===== src/rtl/stopwatch_core.sv =====
// MM:SS stopwatch core: edge-detected timebase/button inputs, RUN/PAUSE FSM,
// 2 Hz field adjust. Define STOPWATCH_BLINK_EN for blinking of the adjusted field.
module stopwatch_core #(
  parameter int ADJ_DIV = 16
) (
  input  logic       clk,
  input  logic       rst_n,
  input  logic       one_hz,
  input  logic       thirty_two_hz,
  input  logic       btn_pause,
  input  logic       btn_clr,
  input  logic       adj,
  input  logic       sel,
  output logic [3:0] min_tens,
  output logic [3:0] min_ones,
  output logic [3:0] sec_tens,
  output logic [3:0] sec_ones,
  output logic       running,
  output logic       blank_min,
  output logic       blank_sec
);

  localparam int PW = $clog2(ADJ_DIV + 1);

  typedef enum logic {PAUSE = 1'b0, RUN = 1'b1} state_t;

  state_t          state_q, state_n;
  logic [7:0]      sec_q, sec_n, min_q, min_n;
  logic [PW-1:0]   presc_q, presc_n;
  logic            one_hz_q, fast_q, pause_q, clr_q;
  logic            sec_tick, fast_tick, pause_tick, clr_tick;

  // BCD 00..59 increment, wrapping 59 -> 00
  function automatic logic [7:0] inc60(input logic [7:0] v);
    logic [7:0] r;
    if (v[3:0] == 4'd9) begin
      if (v[7:4] == 4'd5) r = 8'h00;
      else                r = {v[7:4] + 4'd1, 4'd0};
    end else begin
      r = {v[7:4], v[3:0] + 4'd1};
    end
    return r;
  endfunction

  assign sec_tick   = one_hz        & ~one_hz_q;
  assign fast_tick  = thirty_two_hz & ~fast_q;
  assign pause_tick = btn_pause     & ~pause_q;
  assign clr_tick   = btn_clr       & ~clr_q;

  always_ff @(posedge clk or negedge rst_n) begin
    if (!rst_n) begin
      one_hz_q <= 1'b0;
      fast_q   <= 1'b0;
      pause_q  <= 1'b0;
      clr_q    <= 1'b0;
      state_q  <= PAUSE;
      sec_q    <= 8'h00;
      min_q    <= 8'h00;
      presc_q  <= '0;
    end else begin
      one_hz_q <= one_hz;
      fast_q   <= thirty_two_hz;
      pause_q  <= btn_pause;
      clr_q    <= btn_clr;
      state_q  <= state_n;
      sec_q    <= sec_n;
      min_q    <= min_n;
      presc_q  <= presc_n;
    end
  end

  // Clear outranks everything; the seconds tick uses the pre-toggle state.
  always_comb begin
    state_n = state_q;
    sec_n   = sec_q;
    min_n   = min_q;
    presc_n = presc_q;
    if (pause_tick) state_n = (state_q == RUN) ? PAUSE : RUN;
    if (clr_tick) begin
      sec_n   = 8'h00;
      min_n   = 8'h00;
      presc_n = '0;
    end else if (adj) begin
      if (fast_tick) begin
        if (presc_q == PW'(ADJ_DIV - 1)) begin
          presc_n = '0;
          if (sel) sec_n = inc60(sec_q);
          else     min_n = inc60(min_q);
        end else begin
          presc_n = presc_q + PW'(1);
        end
      end
    end else begin
      presc_n = '0;
      if (sec_tick && state_q == RUN) begin
        sec_n = inc60(sec_q);
        if (sec_q == 8'h59) min_n = inc60(min_q);
      end
    end
  end

  assign min_tens = min_q[7:4];
  assign min_ones = min_q[3:0];
  assign sec_tens = sec_q[7:4];
  assign sec_ones = sec_q[3:0];
  assign running  = (state_q == RUN);

`ifdef STOPWATCH_BLINK_EN
  logic [2:0] blink_cnt_q, blink_cnt_n;
  logic       phase_q, phase_n;
  logic       blank_min_q, blank_sec_q;

  always_comb begin
    blink_cnt_n = blink_cnt_q;
    phase_n     = phase_q;
    if (!adj) begin
      blink_cnt_n = 3'd0;
      phase_n     = 1'b0;
    end else if (fast_tick) begin
      blink_cnt_n = blink_cnt_q + 3'd1;
      if (blink_cnt_q == 3'd7) phase_n = ~phase_q;
    end
  end

  // Blank flags are registered from the next phase so they track the phase flop.
  always_ff @(posedge clk or negedge rst_n) begin
    if (!rst_n) begin
      blink_cnt_q <= 3'd0;
      phase_q     <= 1'b0;
      blank_min_q <= 1'b0;
      blank_sec_q <= 1'b0;
    end else begin
      blink_cnt_q <= blink_cnt_n;
      phase_q     <= phase_n;
      blank_min_q <= adj & ~sel & phase_n;
      blank_sec_q <= adj &  sel & phase_n;
    end
  end

  assign blank_min = blank_min_q;
  assign blank_sec = blank_sec_q;
`else
  assign blank_min = 1'b0;
  assign blank_sec = 1'b0;
`endif

endmodule


===== config.mk =====
export PLATFORM = sky130hd
export DESIGN_NAME = stopwatch_core
export DESIGN_NICKNAME = d
export VERILOG_FILES = /design/src/rtl/stopwatch_core.sv
export SDC_FILE = /design/constraint.sdc
export NUM_CORES = 1
export LEC_CHECK = 0
export BUFFER_PORTS_ARGS = -buffer_cell sky130_fd_sc_hd__buf_2
export CORE_ASPECT_RATIO = 1.5
export CORE_UTILIZATION = 55
export DETAILED_ROUTE_END_ITERATION = 16
export PLACE_DENSITY_LB_ADDON = 0.12
export SETUP_SLACK_MARGIN = 0.15
export SYNTH_ARGS = -nofsm -noshare
export SYNTH_HDL_FRONTEND = slang
export SYNTH_SLANG_ARGS = --single-unit

===== constraint.sdc =====
create_clock -name clk -period 2.87 [get_ports clk]
set_clock_uncertainty 0.05 [all_clocks]
set_input_delay 0.574 -clock clk [delete_from_list [all_inputs] [get_ports clk]]
set_output_delay 0.574 -clock clk [all_outputs]
set_load 0.05 [all_outputs]

==> impl_metrics.env <==
export IMPL_postCtsSetupBuffers=0
export IMPL_max_cap_viol_count=0
export IMPL_nNetsFinal=186
export IMPL_drt_pass1_iter_count=4
export IMPL_post_synth_cell_area_avg_sq_um=10.4
export IMPL_floorplan_rows=22
export IMPL_synth_xor_area_share_pct=1.17
export IMPL_cts_tree="built"
export IMPL_slew_violations=0
export IMPL_synth_top_area_share_pct=43.4
export IMPL_fin_cells=203
export IMPL_power_leakage_uw=0.000762
export IMPL_synth_seq_area_share_pct=43.4
export IMPL_nFillCells=217
export IMPL_numCtsBuffers=3
export IMPL_final_antenna_net_count=0
export IMPL_wl_per_cell_um=15.3
export IMPL_rsz0062_at_grt="false"
export IMPL_port_buffers=24
export IMPL_grt_overflow=0
export IMPL_finalCritPeriodShare_pct=80.9
export IMPL_async_flop_share_pct=100
export IMPL_synth_compound_area_share_pct=19.1
export IMPL_path_clk_slew_ns=0.14
export IMPL_synthMuxAreaShare_pct=3.51
export IMPL_clk_path_buf_depth=2
export IMPL_drive_gt1_share_pct=19.8
export IMPL_gp_congestion=0.884
export IMPL_final_cell_area_sq_mm=0.00167
export IMPL_antenna_found_initial=0
export IMPL_crit_path_end_kind="flop"
export IMPL_cts_sinks=26
export IMPL_grt_pass1_vias=1242
export IMPL_finalSetupTns_ns=0
export IMPL_grt_pass1_wl_um=5370
export IMPL_setup_viol=0
export IMPL_finalHoldViolCount=0
export IMPL_grt_use_total_pct=24.5
export IMPL_yosys_warnings=0
export IMPL_ys_ff_latch=26
export IMPL_synthCells=144
export IMPL_regArea_sq_um=651
export IMPL_die_y_um=65.9
export IMPL_ys_types=43
export IMPL_coreArea_sq_mm=0.00250
export IMPL_syn2layout_area_growth_pct=11.3
export IMPL_viasPerCell=6.13
export IMPL_vdd_drop_max_mv=0.548
export IMPL_relSlewSlack_pct=61.2
export IMPL_worstPathRequired_ns=3.05
export IMPL_path_cells="inv_1, ha_1, nand3b_1, o311a_1, or3_1, o41ai_1"
export IMPL_min_path_type="in -> async"
export IMPL_drc=0
export IMPL_fin_crit_ns=2.32
export IMPL_synth_fa_ha_area_share_pct=7.51
export IMPL_cts_root_buf="clkbuf_4"
export IMPL_postPlaceCellArea_sq_mm=0.00165
export IMPL_initial_core_util_pct=59.8
export IMPL_htree_levels=1
export IMPL_critPathMaxFanout=8
export IMPL_fmax_ghz=0.430
export IMPL_crit_arrival_ns=2.50
export IMPL_die_w_um=44.6
export IMPL_yosysMostFrequentCell="dfrtp_1"
export IMPL_ios=27
export IMPL_drt_wl_total_um=3110
export IMPL_yosys_area_top_type="dfrtp_1"
export IMPL_die_area_sq_mm=0.00294
export IMPL_hpwl_um=2340
export IMPL_tightest_slew_ns=0.583
export IMPL_netlist_area_sq_mm=0.00150
export IMPL_holdBufCountCts=0
export IMPL_status="complete, no violations"
export IMPL_critical_path_class="reg -> reg"
export IMPL_ys_top_cells_by_count="26 x dfrtp_1, 12 x o41ai_1, 10 x nand3_1"
export IMPL_insertion_delay_ns=0.33
export IMPL_num_vias=1244
export IMPL_synth_area_leaders="dfrtp_1 43%, ha_1 7.5%, o41ai_1 7.0%"
export IMPL_cts_repair_resized=0
export IMPL_synth_top_family_by_area="simple AND/OR/NAND/NOR gates"
export IMPL_max_stage_delay_ns=0.49
export IMPL_grt_max_degree=27
export IMPL_multi_input_area_sq_um=785
export IMPL_placed_cells=200
export IMPL_drt_iter0_drc=17
export IMPL_slowest_stage="o311a_1"
export IMPL_crit_buf_inv=1
export IMPL_synthSimpleGateAreaFrac_pct=20.5
export IMPL_synth_ff_type="dfrtp_1"
export IMPL_start_kind="flop"
export IMPL_synth_edff_count=0
export IMPL_critPathTopFamily="compound AO/OA/AOI/OAI gates"
export IMPL_power_density_mw_per_mm2=766
export IMPL_antennaDiodeCount=0
## routing by layer
metal / vias up / GRT usage (%) / part of all wire (%)
met2: 21 / 41.9 / 52
met5: - / 0 / 0
li1: 597 / - / -
met4: 0 / 11.4 / 2.2
met1: 619 / 30.1 / 44
met3: 7 / 2.46 / 1.8
## stage by stage
stage               setup WS (ns)  power, uW  utilization (%)  hold WS (ns)
floorplan                   0.447        983                -         0.228
global placement            0.560       1110             65.7         0.412
detailed placement          0.459       1130             65.7         0.412
CTS                         0.553       1290             66.6         0.187
global route                0.371       1360             66.6         0.210
finish                      0.547       1280             66.6         0.169
## path summary, 6_finish.rpt
path	slack [ns]	endpoint	cells after the start	from
setup / recovery	0.55	min_q[5]	6	sec_q[1]
min in group clk	0.32	pause_q	1	btn_pause
hold / removal	0.17	presc_q[1]	1	rst_n
setup reg to reg	0.55	min_q[5]	6	sec_q[1]
hold reg to reg	0.43	presc_q[3]	1	presc_q[3]
max in group asynchronous	2.20	sec_q[1]	1	rst_n
## power breakdown
| group | switching, uW | total [uW] | internal (uW) |
|---|---|---|---|
| clock | 106 | 156 | 49.3 |
| sequential | 94.8 | 532 | 437 |
| combinational | 417 | 590 | 172 |
## cell families after synthesis
| group | count (synthesis) |
|---|---|
| AO/OA/AOI/OAI | 35 |
| other | 1 |
| flip-flops | 26 |
| buffers and inverters | 14 |
| multiplexers | 5 |
| AND/OR/NAND/NOR | 52 |
| XOR/XNOR | 2 |
| adder cells (fa/ha/maj) | 9 |
## flip-flops by register name (all words and copies together) (netlist names)
register and count:
min_q 8, sec_q 8, presc_q 5, clr_q 1, fast_q 1, one_hz_q 1, pause_q 1, running 1
## final cells by class
class                   count  area share (%)
clock buffers               3            1.35
flip-flops and latches     26            39.0
inverters                   6            1.35
well taps                  36            2.70
multi-input cells         105            47.0
repair buffers             27            8.55
## cell usage in the layout (no fill, tap or decap), drive strengths merged, types with 2 or more instances in the layout
master | netlist | layout
mux2i | 3 | 3
nand3 | 10 | 10
nor3 | 2 | 2
nand4 | 2 | 2
nand3b | 5 | 5
conb | 1 | 2
dfrtp | 26 | 26
o31ai | 6 | 6
o21ai | 4 | 4
o211ai | 3 | 3
inv | 6 | 6
buf | 3 | 27
or3 | 2 | 2
nor4b | 2 | 2
nor4 | 2 | 2
ha | 9 | 9
o211a | 2 | 2
and3b | 2 | 2
clkbuf | 5 | 3
mux2 | 2 | 2
o41ai | 12 | 12
nor2 | 7 | 7
nand2 | 5 | 5
nand2b | 6 | 6
No activity file was read; power rests on OpenSTA's default activity.
